===== src/rtl/accu_alu_datapath_if.sv =====
// Signal bundle between the nibble CPU control/fetch logic and the execution
// datapath: operand sources, ALU function code and load enable going in,
// resolved bus, ALU result, flags and accumulator coming out.
interface accu_alu_datapath_if #(
   parameter int WIDTH = 4
);
   logic             enabled_Bus_driver1;
   logic [WIDTH-1:0] oprnd;
   logic [WIDTH-1:0] bus_in;
   logic [2:0]       Instruccion;
   logic             enabled_Accumulator;
   logic [WIDTH-1:0] data_bus;
   logic [WIDTH-1:0] Salida_ALU;
   logic             C;
   logic             Z;
   logic [WIDTH-1:0] accu;

   // Control side: drives operands and controls, observes the datapath.
   modport master (
      output enabled_Bus_driver1, oprnd, bus_in, Instruccion, enabled_Accumulator,
      input  data_bus, Salida_ALU, C, Z, accu
   );

   // Datapath side.
   modport slave (
      input  enabled_Bus_driver1, oprnd, bus_in, Instruccion, enabled_Accumulator,
      output data_bus, Salida_ALU, C, Z, accu
   );
endinterface


===== src/rtl/accu_alu_datapath.sv =====
// Execution datapath of the nibble CPU: operand bus driver (mux), ALU and
// accumulator. The bus and ALU are purely combinational; only the
// accumulator holds state.
module accu_alu_datapath #(
   parameter int WIDTH = 4
) (
   input logic                clock,
   input logic                reset,
   accu_alu_datapath_if.slave dp
);

   // ALU function codes {S2,S1,S0}; codes 101..111 are unused and yield zero.
   typedef enum logic [2:0] {
      ALU_PASS_A = 3'b000,
      ALU_SUB    = 3'b001,
      ALU_PASS_B = 3'b010,
      ALU_ADD    = 3'b011,
      ALU_NAND   = 3'b100
   } alu_op_e;

   localparam logic [WIDTH:0] ONE = (WIDTH+1)'(1);

   logic [WIDTH-1:0] accu_reg;
   logic [WIDTH-1:0] bus_value;
   logic [WIDTH:0]   alu_wide;   // bit WIDTH is the carry, low bits are Y

   // Bus driver: a plain mux so the bus is never left floating.
   assign bus_value = dp.enabled_Bus_driver1 ? dp.oprnd : dp.bus_in;

   // ALU: all arithmetic is one bit wider so the carry falls out of the top bit.
   always_comb begin
      // NOTE: default assignment first so every path writes alu_wide and no latch is inferred.
      alu_wide = '0;
      case (alu_op_e'(dp.Instruccion))
         ALU_PASS_A: alu_wide = {1'b0, accu_reg};
         // Subtract as A + ~B + 1; carry set means no borrow (A >= B).
         ALU_SUB:    alu_wide = {1'b0, accu_reg} + {1'b0, ~bus_value} + ONE;
         ALU_PASS_B: alu_wide = {1'b0, bus_value};
         ALU_ADD:    alu_wide = {1'b0, accu_reg} + {1'b0, bus_value};
         ALU_NAND:   alu_wide = {1'b0, ~(accu_reg & bus_value)};
         default:    alu_wide = '0;
      endcase
   end

   // Accumulator: synchronous reset has priority over the load enable.
   always_ff @(posedge clock) begin
      // NOTE: non-blocking assignment so the ALU sees the pre-edge accumulator.
      if (reset)
         accu_reg <= '0;
      else if (dp.enabled_Accumulator)
         accu_reg <= alu_wide[WIDTH-1:0];
   end

   assign dp.data_bus   = bus_value;
   assign dp.Salida_ALU = alu_wide[WIDTH-1:0];
   assign dp.C          = alu_wide[WIDTH];
   assign dp.Z          = (alu_wide[WIDTH-1:0] == '0);
   assign dp.accu       = accu_reg;

endmodule


===== src/flat_wrapper.sv =====
// flat-port wrapper written by rule: the top's interface ports become plain ports
module accu_alu_datapath_flat 
#(
   parameter int WIDTH = 4
)
  (clock, reset, dp_enabled_Bus_driver1, dp_oprnd, dp_bus_in, dp_Instruccion, dp_enabled_Accumulator, dp_data_bus, dp_Salida_ALU, dp_C, dp_Z, dp_accu);
  accu_alu_datapath_if #(.WIDTH(WIDTH)) dp_i ();
  input logic clock;
  input logic reset;
  input wire logic [$bits(dp_i.enabled_Bus_driver1)-1:0] dp_enabled_Bus_driver1;
  input wire logic [$bits(dp_i.oprnd)-1:0] dp_oprnd;
  input wire logic [$bits(dp_i.bus_in)-1:0] dp_bus_in;
  input wire logic [$bits(dp_i.Instruccion)-1:0] dp_Instruccion;
  input wire logic [$bits(dp_i.enabled_Accumulator)-1:0] dp_enabled_Accumulator;
  output wire logic [$bits(dp_i.data_bus)-1:0] dp_data_bus;
  output wire logic [$bits(dp_i.Salida_ALU)-1:0] dp_Salida_ALU;
  output wire logic [$bits(dp_i.C)-1:0] dp_C;
  output wire logic [$bits(dp_i.Z)-1:0] dp_Z;
  output wire logic [$bits(dp_i.accu)-1:0] dp_accu;
  assign dp_i.enabled_Bus_driver1 = dp_enabled_Bus_driver1;
  assign dp_i.oprnd = dp_oprnd;
  assign dp_i.bus_in = dp_bus_in;
  assign dp_i.Instruccion = dp_Instruccion;
  assign dp_i.enabled_Accumulator = dp_enabled_Accumulator;
  assign dp_data_bus = dp_i.data_bus;
  assign dp_Salida_ALU = dp_i.Salida_ALU;
  assign dp_C = dp_i.C;
  assign dp_Z = dp_i.Z;
  assign dp_accu = dp_i.accu;
  accu_alu_datapath #(.WIDTH(WIDTH)) u_core (.clock(clock), .reset(reset), .dp(dp_i));
endmodule

===== config.mk =====
export PLATFORM = sky130hd
export DESIGN_NAME = accu_alu_datapath_flat
export DESIGN_NICKNAME = d
export VERILOG_FILES = /design/src/rtl/accu_alu_datapath_if.sv /design/src/rtl/accu_alu_datapath.sv /design/src/flat_wrapper.sv
export SDC_FILE = /design/constraint.sdc
export NUM_CORES = 1
export LEC_CHECK = 0
export ABC_AREA = 1
export CORE_MARGIN = 5
export CORE_UTILIZATION = 43
export DETAILED_ROUTE_END_ITERATION = 10
export PLACE_DENSITY_LB_ADDON = 0.25
export REMOVE_ABC_BUFFERS = 1
export SYNTH_ARGS = -nofsm -noshare
export SYNTH_HDL_FRONTEND = slang
export SYNTH_SLANG_ARGS = --single-unit
export TNS_END_PERCENT = 1

===== constraint.sdc =====
create_clock -name clock -period 3.3 [get_ports clock]
set_input_delay 0.66 -clock clock [delete_from_list [all_inputs] [get_ports clock]]
set_output_delay 0.66 -clock clock [all_outputs]
set_load 0.01 [all_outputs]

==> results of run 1 <==
## cell families (layout without fill, tap and decap cells)
family / count (synthesis) / after routing / share of synthesized area
adder cells (fa/ha/maj): 11 / 11 / 0.204
flip-flops: 4 / 4 / 0.107
AO/OA/AOI/OAI: 15 / 15 / 0.106
AND/OR/NAND/NOR: 68 / 68 / 0.437
buffers and inverters: 29 / 87 / 0.146
## report_power, final
group	total, mW	switching [mW]	internal, mW
sequential	0.0601	0.00746	0.0527
combinational	0.246	0.119	0.127
clock	0.0620	0.0212	0.0407
## metrics by stage
stage | utilization | worst slack [ns] | instances
2_1_floorplan | - | 0.217 | 127
4_1_cts | 0.747 | -0.0126 | 196
3_3_place_gp | 0.705 | -0.661 | 191
6_report | 0.819 | 0.0604 | 202
5_1_grt | 0.819 | -0.0824 | 202
3_5_place_dp | 0.705 | -0.692 | 191
## placed cells by master, fill, tap and decap left out, drive strengths merged
cell	synthesis	final
dlymetal6s2s	0	4
nor3	3	3
fa	2	2
clkdlybuf4s50	0	17
nand3	15	15
nor2	15	15
clkbuf	0	5
inv	29	29
o21a	1	1
clkdlybuf4s15	0	1
nand2	30	30
ha	9	9
dlygate4sd2	0	1
buf	0	30
a21oi	6	6
o21ai	7	7
o22ai	1	1
nand3b	3	3
or2	2	2
dfxtp	4	4
## final cells by class
class                           count  area share
Clock buffer                        3      0.0163
Inverter                           29      0.0824
Multi-Input combinational cell     94       0.482
Sequential cell                     4      0.0579
Tap cell                           17      0.0154
Timing Repair Buffer               55       0.346
## repair_timing
| item | CTS | global route |
|---|---|---|
| buffers inserted | 2 | 6 |
| endpoints found under the setup margin | 6 | 6 |
| resized for setup | 33 | 25 |
| pin swaps | 8 | 16 |
## cell usage after synthesis
cell type   n
a21oi_1     6
inv_2       5
nor2_1     13
nor2_4      1
ha_1        9
inv_1      24
nand3b_1    3
or2_2       1
or2_4       1
dfxtp_1     4
o21ai_1     5
o21ai_0     2
nand2_1    30
nand3_1    12
o21a_1      1
nor3_1      2
nand3_2     3
nor3_2      1
o22ai_1     1
nor2_2      1
fa_1        2
## worst paths after layout
| kind | slack [ns] | endpoint | startpoint |
|---|---|---|---|
| hold reg to reg | 0.66 | u_core.dp.accu[3] | u_core.dp.accu[3] |
| setup reg to reg | 1.29 | u_core.dp.accu[2] | u_core.dp.accu[0] |
| hold / removal | 0.66 | u_core.dp.accu[3] | u_core.dp.accu[3] |
| setup / recovery | 0.06 | dp_Salida_ALU[2] | dp_oprnd[0] |
## worst max-delay path: cells and delay by family
kind | cells | cell delay, ns
AO/OA/AOI/OAI | 1 | 0.10
adder cells (fa/ha/maj) | 2 | 0.53
buffers and inverters | 6 | 0.66
AND/OR/NAND/NOR | 5 | 0.64
## metal layers
layer  track usage  part of all wire  up-vias
li1              -                 -      514
met1         0.243              0.41      508
met4         0.192             0.034        0
met2         0.352              0.50       56
met5             0                 0        -
met3        0.0315             0.056       11
==> metrics, run 1 <==
PortBufs=28; headroom to the max-slew limit=0.712; Slowest-stage cell, CP=fa_2; CTS Buf Count=3; crit-path cells=dlygate4sd2_1, inv_2, nand2_2, o21ai_4, inv_4, ha_4, fa_2, or2_4, nand3_2, nand3_2, nor2_4, buf_4, inv_1, buf_2; actual slew at the worst max-slew pin=0.428 ns; Die W=51.7 um; max reg flops=4; #FFs+latches synth=4; CP most frequent cell=nand3_2; DPL Wire Length=1940 um; antenna viol nets, final=0; Yosys top cell by area=ha_1; Worst IR Drop VDD=221 uV; Skew-Pair Late Insertion Delay=0.24 ns; CP max stage delay=0.36 ns; H-tree depth=1; synthesized area per cell=5.88 um2; initial antenna violation count=0; synth unique cells=21; P_leak=0.764 nW; largest net degree at the start of global routing=7; placed cell areas=1190 um2; Post-Syn Instances=127; crit path time final=3.24 ns; die height=51.7 um; hold crit path type=register to register; core box area=1690 um2; CTS tree=yes; arrival time worst endpoint=2.58 ns; post-synth top area share=0.151; DRT iter0 DRCs=30; GRT overflow=0; number of fill cells=108; Reg area=80.1 um2; Row Count=15; routed vias=1,089; ANT cells=0; Clock Path Buffers=2; fraction of layout cells with a size suffix above 1=0.378; Ys Warns=0; R2R cell count=11; Worst Skew=0.00321 ns; WHS=0.662 ns; CTS Root Cell=clkbuf_4; Setup TNS Final=0 ns; max-slew violation count=0; Overall Global Routing Usage=0.216; # nets final=213; Max Cap Viol=0; clock sinks=4; I/O pins=29; # setup viols final=0; status=complete, no violations; crit path launch type=input port; Worst-path clk slew=0.03 ns; vias in the first global route=1,010; FMAX=309 MHz; Fin. Hold Viols=0; Synth Cell Area=747 um2; worst hold stages=4; WL/cell=15.0 um; Total Die Area=2670 um2; Worst Setup Path Type=input port to output port; DR DRC count=0; pwr/cell area=266 nW/um2; synthesis-to-finish area growth=85.1%; Design Power=0.368 mW; register area share after synthesis=0.107; area of the multi-input gates=667 um2; initial core utilization=0.442; Via density=5.39; global-route wire length before repair=4280 um; cell area after layout=1380 um2; top post-synthesis cells by area=ha_1, nand2_1, inv_1, dfxtp_1, nand3_1; DRT Wirelength=3030 um; largest fanout on the critical path=3; DRT Pass-1 Iters=4; CTS Hold Bufs=0; Critical Path Sink Type=output port; Tcrit/Tclk final=0.982; Worst EP required=2.64 ns; global placement routability congestion=0.875
Power figures use the tool's default switching activity.
==> inputs of run 2 (changes only) <==
- CTS_BUF_LIST: default -> sky130_fd_sc_hd__clkbuf_16
==> run 2 against run 1 <==
Critical path depth stayed put. Total power is 36% higher. Setup slack worse by 0.059 ns. Hold slack better by 0.012 ns. Clock skew is 0.0028 ns lower. Wire length is 9.7% higher. Sequential power is 0.8% higher. Sequential share of layout area is 0.16 points lower. Count of clock-buffer cells in the layout stayed put. Cell count is 0.50% higher. Highest routed layer unchanged. First-iteration DRC count is 37% higher. Die area stayed put.
==> metrics, run 2 (synthesis gave the netlist of run 1 again) <==
antenna viol nets, final=0; Tcrit/Tclk final=1.00; WL/cell=16.4 um; Setup TNS Final=0 ns; PortBufs=28; fraction of layout cells with a size suffix above 1=0.371; crit path time final=3.30 ns; Design Power=0.500 mW; largest net degree at the start of global routing=7; actual slew at the worst max-slew pin=0.471 ns; initial core utilization=0.442; global-route wire length before repair=4380 um; Skew-Pair Late Insertion Delay=0.22 ns; R2R cell count=11; core box area=1690 um2; DRT iter0 DRCs=41; Flop pwr share=0.121; worst hold stages=4; # setup viols final=0; Worst EP required=2.64 ns; Worst IR Drop VDD=391 uV; headroom to the max-slew limit=0.683; Max Cap Viol=0; # nets final=214; Total Die Area=2670 um2; Worst Setup Path Type=input port to output port; internal power=0.335 mW; most frequent cells in the layout=nand2_1, buf_4, inv_1, clkdlybuf4s50_1, nor2_1; Critical Path Sink Type=output port; Row Count=15; Fin. Hold Viols=0; CTS Buf Count=3; global placement routability congestion=0.875; Comb power frac=0.500; Via density=5.51; Clock Path Buffers=2; Worst-path clk slew=0.03 ns; Worst Skew=0.000389 ns; Overall Global Routing Usage=0.218; sw frac=0.329; routed vias=1,119; I/O pins=29; worst hold endpoint=u_core.dp.accu[3]; max reg flops=4; vias in the first global route=1,026; FMAX=303 MHz; CTS Hold Bufs=0; arrival time worst endpoint=2.64 ns; r2r setup slk=1.27 ns; crit path launch type=input port; commonest non-fill, non-tap cell in the layout=nand2_1; switching power=0.164 mW; DRT Wirelength=3320 um; cell area after layout=1420 um2; initial antenna violation count=0; end of the worst register-to-register path=u_core.dp.accu[2]; clock share of power=0.378; pwr/cell area=351 nW/um2; DRT Pass-1 Iters=4; P_leak=0.788 nW; DPL Wire Length=1940 um; DR DRC count=0; GRT overflow=0; H-tree depth=1; reg2reg start=u_core.dp.accu[0]; CTS Root Cell=clkbuf_16; die height=51.7 um; hold crit path type=register to register; synthesis-to-finish area growth=90.3%; max-slew violation count=0; status=complete, no violations; clock sinks=4; worst hold start=u_core.dp.accu[3]; Die W=51.7 um; largest fanout on the critical path=3; CTS tree=yes; placed cell areas=1190 um2; ANT cells=0
run 2: cell count changes in the layout (fill, tap and decap cells not counted), sizes merged:
cell           delta
clkdlybuf4s15     +1
buf               +1
dlygate4sd2       -1
run 2: through the flow:
| stage | hold slack, ns | std cells | utilization | setup slack (ns) |
|---|---|---|---|---|
| 2_1_floorplan | 0.605 | 127 | - | 0.217 |
| 3_3_place_gp | 0.609 | 191 | 0.705 | -0.661 |
| 3_5_place_dp | 0.625 | 191 | 0.705 | -0.692 |
| 4_1_cts | 0.638 | 196 | 0.778 | -0.0125 |
| 5_1_grt | 0.715 | 203 | 0.841 | -0.0820 |
| 6_report | 0.674 | 203 | 0.841 | 0.00139 |
run 2: cell type report:
class / count / area (um2)
Multi-Input combinational cell: 94 / 649
Timing Repair Buffer: 56 / 487
Fill cell: 97 / 268
Inverter: 29 / 109
Sequential cell: 4 / 80.1
Clock buffer: 3 / 75.1
Tap cell: 17 / 21.3
run 2: worst max-delay path by stage:
stage / startpoint / endpoint / slack [ns] / depth (start not counted)
floorplan: dp_bus_in[1] / dp_Z / 0.22 / 10
global placement: dp_enabled_Bus_driver1 / dp_Z / -0.66 / 13
detailed placement: dp_enabled_Bus_driver1 / dp_Z / -0.69 / 13
CTS: dp_bus_in[0] / dp_Z / -0.01 / 12
global route: dp_oprnd[0] / dp_Z / -0.08 / 14
finish: dp_oprnd[0] / dp_Z / 0.001 / 14
run 2: power groups by stage:
stage          Sequential, mW  Combinational [mW]  Clock, mW
2_1_floorplan          0.0596              0.0937          0
3_3_place_gp           0.0594               0.198          0
3_5_place_dp           0.0597               0.202          0
4_1_cts                0.0597               0.209      0.189
5_1_grt                0.0610               0.269      0.192
6_report               0.0606               0.250      0.189
run 2: layer usage:
layer	vias to the layer above	share of wire	GRT usage
met4	0	0.050	0.105
met3	19	0.062	0.0287
met5	-	0	0
li1	518	-	-
met2	64	0.49	0.388
met1	518	0.39	0.253
run 2: worst max-delay path, cell delays in order:
cell and delay, ns:
clkdlybuf4s15_1 0.18, inv_1 0.06, nand2_1 0.09, o21ai_2 0.12, inv_2 0.10, ha_4 0.18
fa_2 0.37, or2_4 0.28, nand3_2 0.08, nand3_2 0.10, nor2_4 0.12, nand3_2 0.08
nor2_1 0.10, buf_2 0.13
run 2: repair_timing:
item | 4_1_cts | 5_1_grt
gates resized for setup | 33 | 20
buffers inserted | 2 | 7
pin swaps | 8 | 16
endpoints found under the setup margin | 6 | 6
cloned | 0 | 0
hold endpoints to repair | 0 | 0
